==> config.mk <==
export PLATFORM = sky130hd
export DESIGN_NAME = reg_file_sb
export DESIGN_NICKNAME = d
export VERILOG_FILES = /design/src/rtl/regfile_pkg.sv /design/src/rtl/reg_scoreboard.sv /design/src/rtl/reg_file_sb.sv
export SDC_FILE = /design/constraint.sdc
export NUM_CORES = 1
export LEC_CHECK = 0
export CAP_MARGIN = 20
export CORE_AREA = 2 2 133 135
export CTS_CLUSTER_SIZE = 30
export DETAILED_ROUTE_END_ITERATION = 7
export DIE_AREA = 0 0 135 137
export GPL_ROUTABILITY_DRIVEN = 0
export SYNTH_ARGS = -nofsm -noshare
export SYNTH_HDL_FRONTEND = slang
export SYNTH_SLANG_ARGS = --single-unit
==> constraint.sdc <==
create_clock -name CLK -period 3.35 [get_ports CLK]
set_input_delay 0.335 -clock CLK [delete_from_list [all_inputs] [get_ports CLK]]
set_output_delay 0.335 -clock CLK [all_outputs]
set_load 0.005 [all_outputs]
==> src/rtl/regfile_pkg.sv <==
// Shared constants and helpers for the parametrised register file and its scoreboard.
package regfile_pkg;

    localparam int DEF_DATA_W   = 8;
    localparam int DEF_NUM_REGS = 8;
    localparam int DEF_NUM_RD   = 2;
    localparam int ZERO_IDX     = 0;

    // Address width for a power-of-two register count (minimum 2 registers).
    function automatic int addr_w(input int num_regs);
        return (num_regs <= 2) ? 1 : $clog2(num_regs);
    endfunction

endpackage

==> src/rtl/reg_scoreboard.sv <==
// Per-register busy bits: issue sets, writeback clears, set wins on a collision.
module reg_scoreboard
    import regfile_pkg::*;
#(
    parameter int NUM_REGS = DEF_NUM_REGS,
    parameter int ZERO_REG = 0,
    parameter int AW       = addr_w(DEF_NUM_REGS)
) (
    input  logic                CLK,
    input  logic                RESET,
    input  logic                clr_en,
    input  logic [AW-1:0]       clr_addr,
    input  logic                set_en,
    input  logic [AW-1:0]       set_addr,
    output logic [NUM_REGS-1:0] busy_vec
);

    logic [NUM_REGS-1:0] busy_q;
    logic [NUM_REGS-1:0] busy_d;

    always_comb begin
        busy_d = busy_q;
        if (clr_en) begin
            busy_d[clr_addr] = 1'b0;
        end
        // Applied after the clear so a newer producer stays pending.
        if (set_en) begin
            busy_d[set_addr] = 1'b1;
        end
        if (ZERO_REG != 0) begin
            busy_d[ZERO_IDX] = 1'b0;
        end
        if (RESET) begin
            busy_d = '0;
        end
    end

    always_ff @(posedge CLK) begin
        busy_q <= busy_d;
    end

    assign busy_vec = busy_q;

endmodule

==> src/rtl/reg_file_sb.sv <==
// Multi-port register file with optional zero register, write-through bypass
// and a RAW-hazard scoreboard.
module reg_file_sb
    import regfile_pkg::*;
#(
    parameter int DATA_W   = DEF_DATA_W,
    parameter int NUM_REGS = DEF_NUM_REGS,
    parameter int NUM_RD   = DEF_NUM_RD,
    parameter int ZERO_REG = 0,
    parameter int BYPASS   = 1,
    localparam int AW      = addr_w(NUM_REGS)
) (
    input  logic                     CLK,
    input  logic                     RESET,
    input  logic                     WRITE,
    input  logic [AW-1:0]            INADDRESS,
    input  logic [DATA_W-1:0]        IN,
    input  logic [NUM_RD*AW-1:0]     RDADDR,
    output logic [NUM_RD*DATA_W-1:0] RDDATA,
    output logic [NUM_RD-1:0]        RDBUSY,
    input  logic                     ISSUE,
    input  logic [AW-1:0]            ISSUEADDR,
    output logic [NUM_REGS-1:0]      BUSYVEC
);

    logic [DATA_W-1:0] regs_q [NUM_REGS];
    logic [DATA_W-1:0] regs_d [NUM_REGS];
    logic              wr_zero;

    assign wr_zero = (ZERO_REG != 0) && (INADDRESS == AW'(ZERO_IDX));

    always_comb begin
        regs_d = regs_q;
        if (RESET) begin
            for (int i = 0; i < NUM_REGS; i++) begin
                regs_d[i] = '0;
            end
        end else if (WRITE && !wr_zero) begin
            regs_d[INADDRESS] = IN;
        end
    end

    always_ff @(posedge CLK) begin
        regs_q <= regs_d;
    end

    reg_scoreboard #(
        .NUM_REGS (NUM_REGS),
        .ZERO_REG (ZERO_REG),
        .AW       (AW)
    ) u_scoreboard (
        .CLK      (CLK),
        .RESET    (RESET),
        .clr_en   (WRITE),
        .clr_addr (INADDRESS),
        .set_en   (ISSUE),
        .set_addr (ISSUEADDR),
        .busy_vec (BUSYVEC)
    );

    for (genvar k = 0; k < NUM_RD; k++) begin : g_rd
        logic [AW-1:0] raddr;
        logic          is_zero;
        logic          fwd;

        assign raddr   = RDADDR[k*AW +: AW];
        assign is_zero = (ZERO_REG != 0) && (raddr == AW'(ZERO_IDX));
        // A forwarded write also resolves the hazard it would have reported.
        assign fwd     = (BYPASS != 0) && WRITE && (INADDRESS == raddr) && !is_zero;

        assign RDDATA[k*DATA_W +: DATA_W] = is_zero ? '0 :
                                            fwd     ? IN : regs_q[raddr];
        assign RDBUSY[k] = !is_zero && !fwd && BUSYVEC[raddr];
    end

endmodule

==> impl_metrics.tcl <==
set metrics [dict create \
    status "finished, final reports clean" \
    drv_cap 0 \
    worstHoldStart "regs_q[5]" \
    syn_nets 446 \
    cts_tree "built" \
    antenna_found_initial 0 \
    drt-initial-drc-count 357 \
    slew_headroom_pct 31.5 \
    drc 0 \
    start_util_pct 24.4 \
    insertion_delay_ps 340 \
    post_cts_buffers 0 \
    cp_top_family "multiplexers" \
    finClkSkew_ps 0 \
    ant_nets 0 \
    setup_violations 0 \
    track_usage_pct 14.6 \
    clk_pin_slew_ps 60 \
    path_depth 6 \
    portBuffers 49 \
    ir_drop_mv 0.234 \
    htree_num_levels 3 \
    drtPass1Iterations 5 \
    path_class "input port to primary output" \
    rsz0062_at_grt "false" \
    fin_crit_ps 3000 \
    cp-start-kind "input port" \
    nNetsFinal 481 \
    end_kind "primary output" \
    max_stage_delay_ps 590 \
    design.core.area_sq_um 17100 \
    yosysWarnings 0 \
    critPathSlowestCell "mux4_1" \
    final_cell_mix "nand2_1, dfxtp_1, a21oi_1" \
    fin_crit_sh_pct 89.4 \
    drive_gt1_share_pct 15.2 \
    netlist_area_sq_um 4170 \
    syn_to_final_growth_pct 24.6 \
    hold_class "flop to flop" \
    die_h_microns 137 \
    wire_per_inst_microns 19.2 \
    dp_hpwl_microns 8870 \
    ys_ff_latch 72 \
    final_cell_area_sq_um 5190 \
    crit_required_ps 3010 \
    power_density_nw_per_um2 415 \
    die_w_microns 135 \
    placed_cell_area_sq_um 4890 \
    tightest_slew_ps 1030 \
    rows 48 \
    crit_fanout 19 \
    cts_resized 0 \
    vias 3546 \
    avgSynthCellArea_sq_um 9.87 \
    setup.worst_path.start "RDADDR[0]" \
    path_cells "clkdlybuf4s50_1, buf_12, mux4_1, mux2_2, mux2_2, clkdlybuf4s50_1" \
    layout_commonest_cell "nand2_1" \
    ys_seq_area_share_pct 34.6 \
    hold_depth 2 \
    die_area_sq_um 18500 \
    holdBufCountCts 0 \
    numCtsBuffers 9 \
    r2r_cells 2 \
    path_buf_inv 3 \
    synthesis.instances 422 \
    grt_max_degree 55 \
    cts_root_buf "clkbuf_16" \
    grt_pass1_wl_microns 20200 \
    fmax_mhz 334 \
    ioPinCount 50 \
    final_util_pct 30.4 \
    power_w 0.00215 \
    ys_types 24 \
    cts_buffer_depth 2 \
    vias_per_cell 5.16 \
    antenna_cells 0 \
    routed_wl_microns 13200 \
    tns_ps 0 \
    finalMaxSlewViolations 0 \
    grt_pass1_vias 3457 \
    clock_sinks 72 \
    finalHoldViolations 0 \
    overflow 0 \
    reg2reg_from "u_scoreboard.busy_vec[5]" \
    p_leak_nw 1.95 \
    arrival_ps 2660 \
]
-- final cells by class --
type / instances / area (sq um)
repair buffers: 65 / 656
fillers: 1758 / 11900
clock buffers: 9 / 225
clock inverters: 7 / 77.6
flip-flops and latches: 72 / 1440
multi-input cells: 309 / 2510
well taps: 225 / 282
-- path summary, 6_finish.rpt --
path | to | slack [ps]
hold / removal | regs_q[5] | 470
setup reg to reg | u_scoreboard.busy_vec[5] | 2590
hold reg to reg | regs_q[5] | 470
setup / recovery | RDDATA[4] | 350
-- synthesized netlist by cell type --
cell,number,area (sq um)
nor4bb_1,3,30.0
mux4_1,36,946
a22oi_1,3,22.5
nand2_1,129,484
nand4bb_1,3,33.8
nor2b_1,3,18.8
dfxtp_1,72,1440
and4_1,1,8.76
nand4b_1,3,26.3
buf_6,4,45.0
xnor2_1,6,52.6
nand4_1,2,12.5
and2_1,2,12.5
clkbuf_1,28,105
nor4b_4,1,23.8
and4b_1,3,30.0
or4b_1,1,10.0
mux2_2,34,383
buf_2,7,35.0
a32oi_1,4,35.0
nand4_2,2,25.0
a21oi_1,65,325
buf_8,2,30.0
nor2_1,8,30.0
-- logic make-up (layout without fill, tap and decap cells) --
group	Yosys count	in the layout	share of synthesized area, %
and+or+nand+nor	161	161	17.9
AOI/OAI and AO/OA	72	72	9.19
DFF	72	72	34.6
muxes	70	70	31.9
buffers and inverters	41	81	5.17
xor gates and xnor gates	6	6	1.26
-- flip-flops by register name, indices dropped and copies added (netlist names) --
name,count
u_scoreboard.busy_vec,8
regs_q,64
-- report_power, final --
part / total (W) / internal, W / leakage, nW / switching [W]
logic: 0.000278 / 0.000137 / 1.22 / 0.000141
clock network: 0.000984 / 0.000583 / 0.146 / 0.000401
registers: 0.000891 / 0.000876 / 0.583 / 0.0000156
-- metal layers --
metal,part of all wire (%),vias to the layer above,GRT usage [%]
met5,0,-,0
met4,1.9,0,4.40
met3,8.5,24,3.93
met2,46,182,23.0
met1,44,1726,19.5
li1,-,1614,-
-- stage by stage --
stage	hold WS [ps]	instances	worst slack, ps
detailed placement	457	671	333
global route	478	687	286
global placement	447	671	360
floorplan	440	422	1480
CTS	466	687	326
finish	467	687	354
-- worst reg2reg max path, delay by kind of cell (launching register included) --
kind | cells | cell delay, ps
DFF | 1 | 350
AOI/OAI and AO/OA | 1 | 200
and+or+nand+nor | 1 | 70
Note: power is estimated with default switching activity, not from simulation.
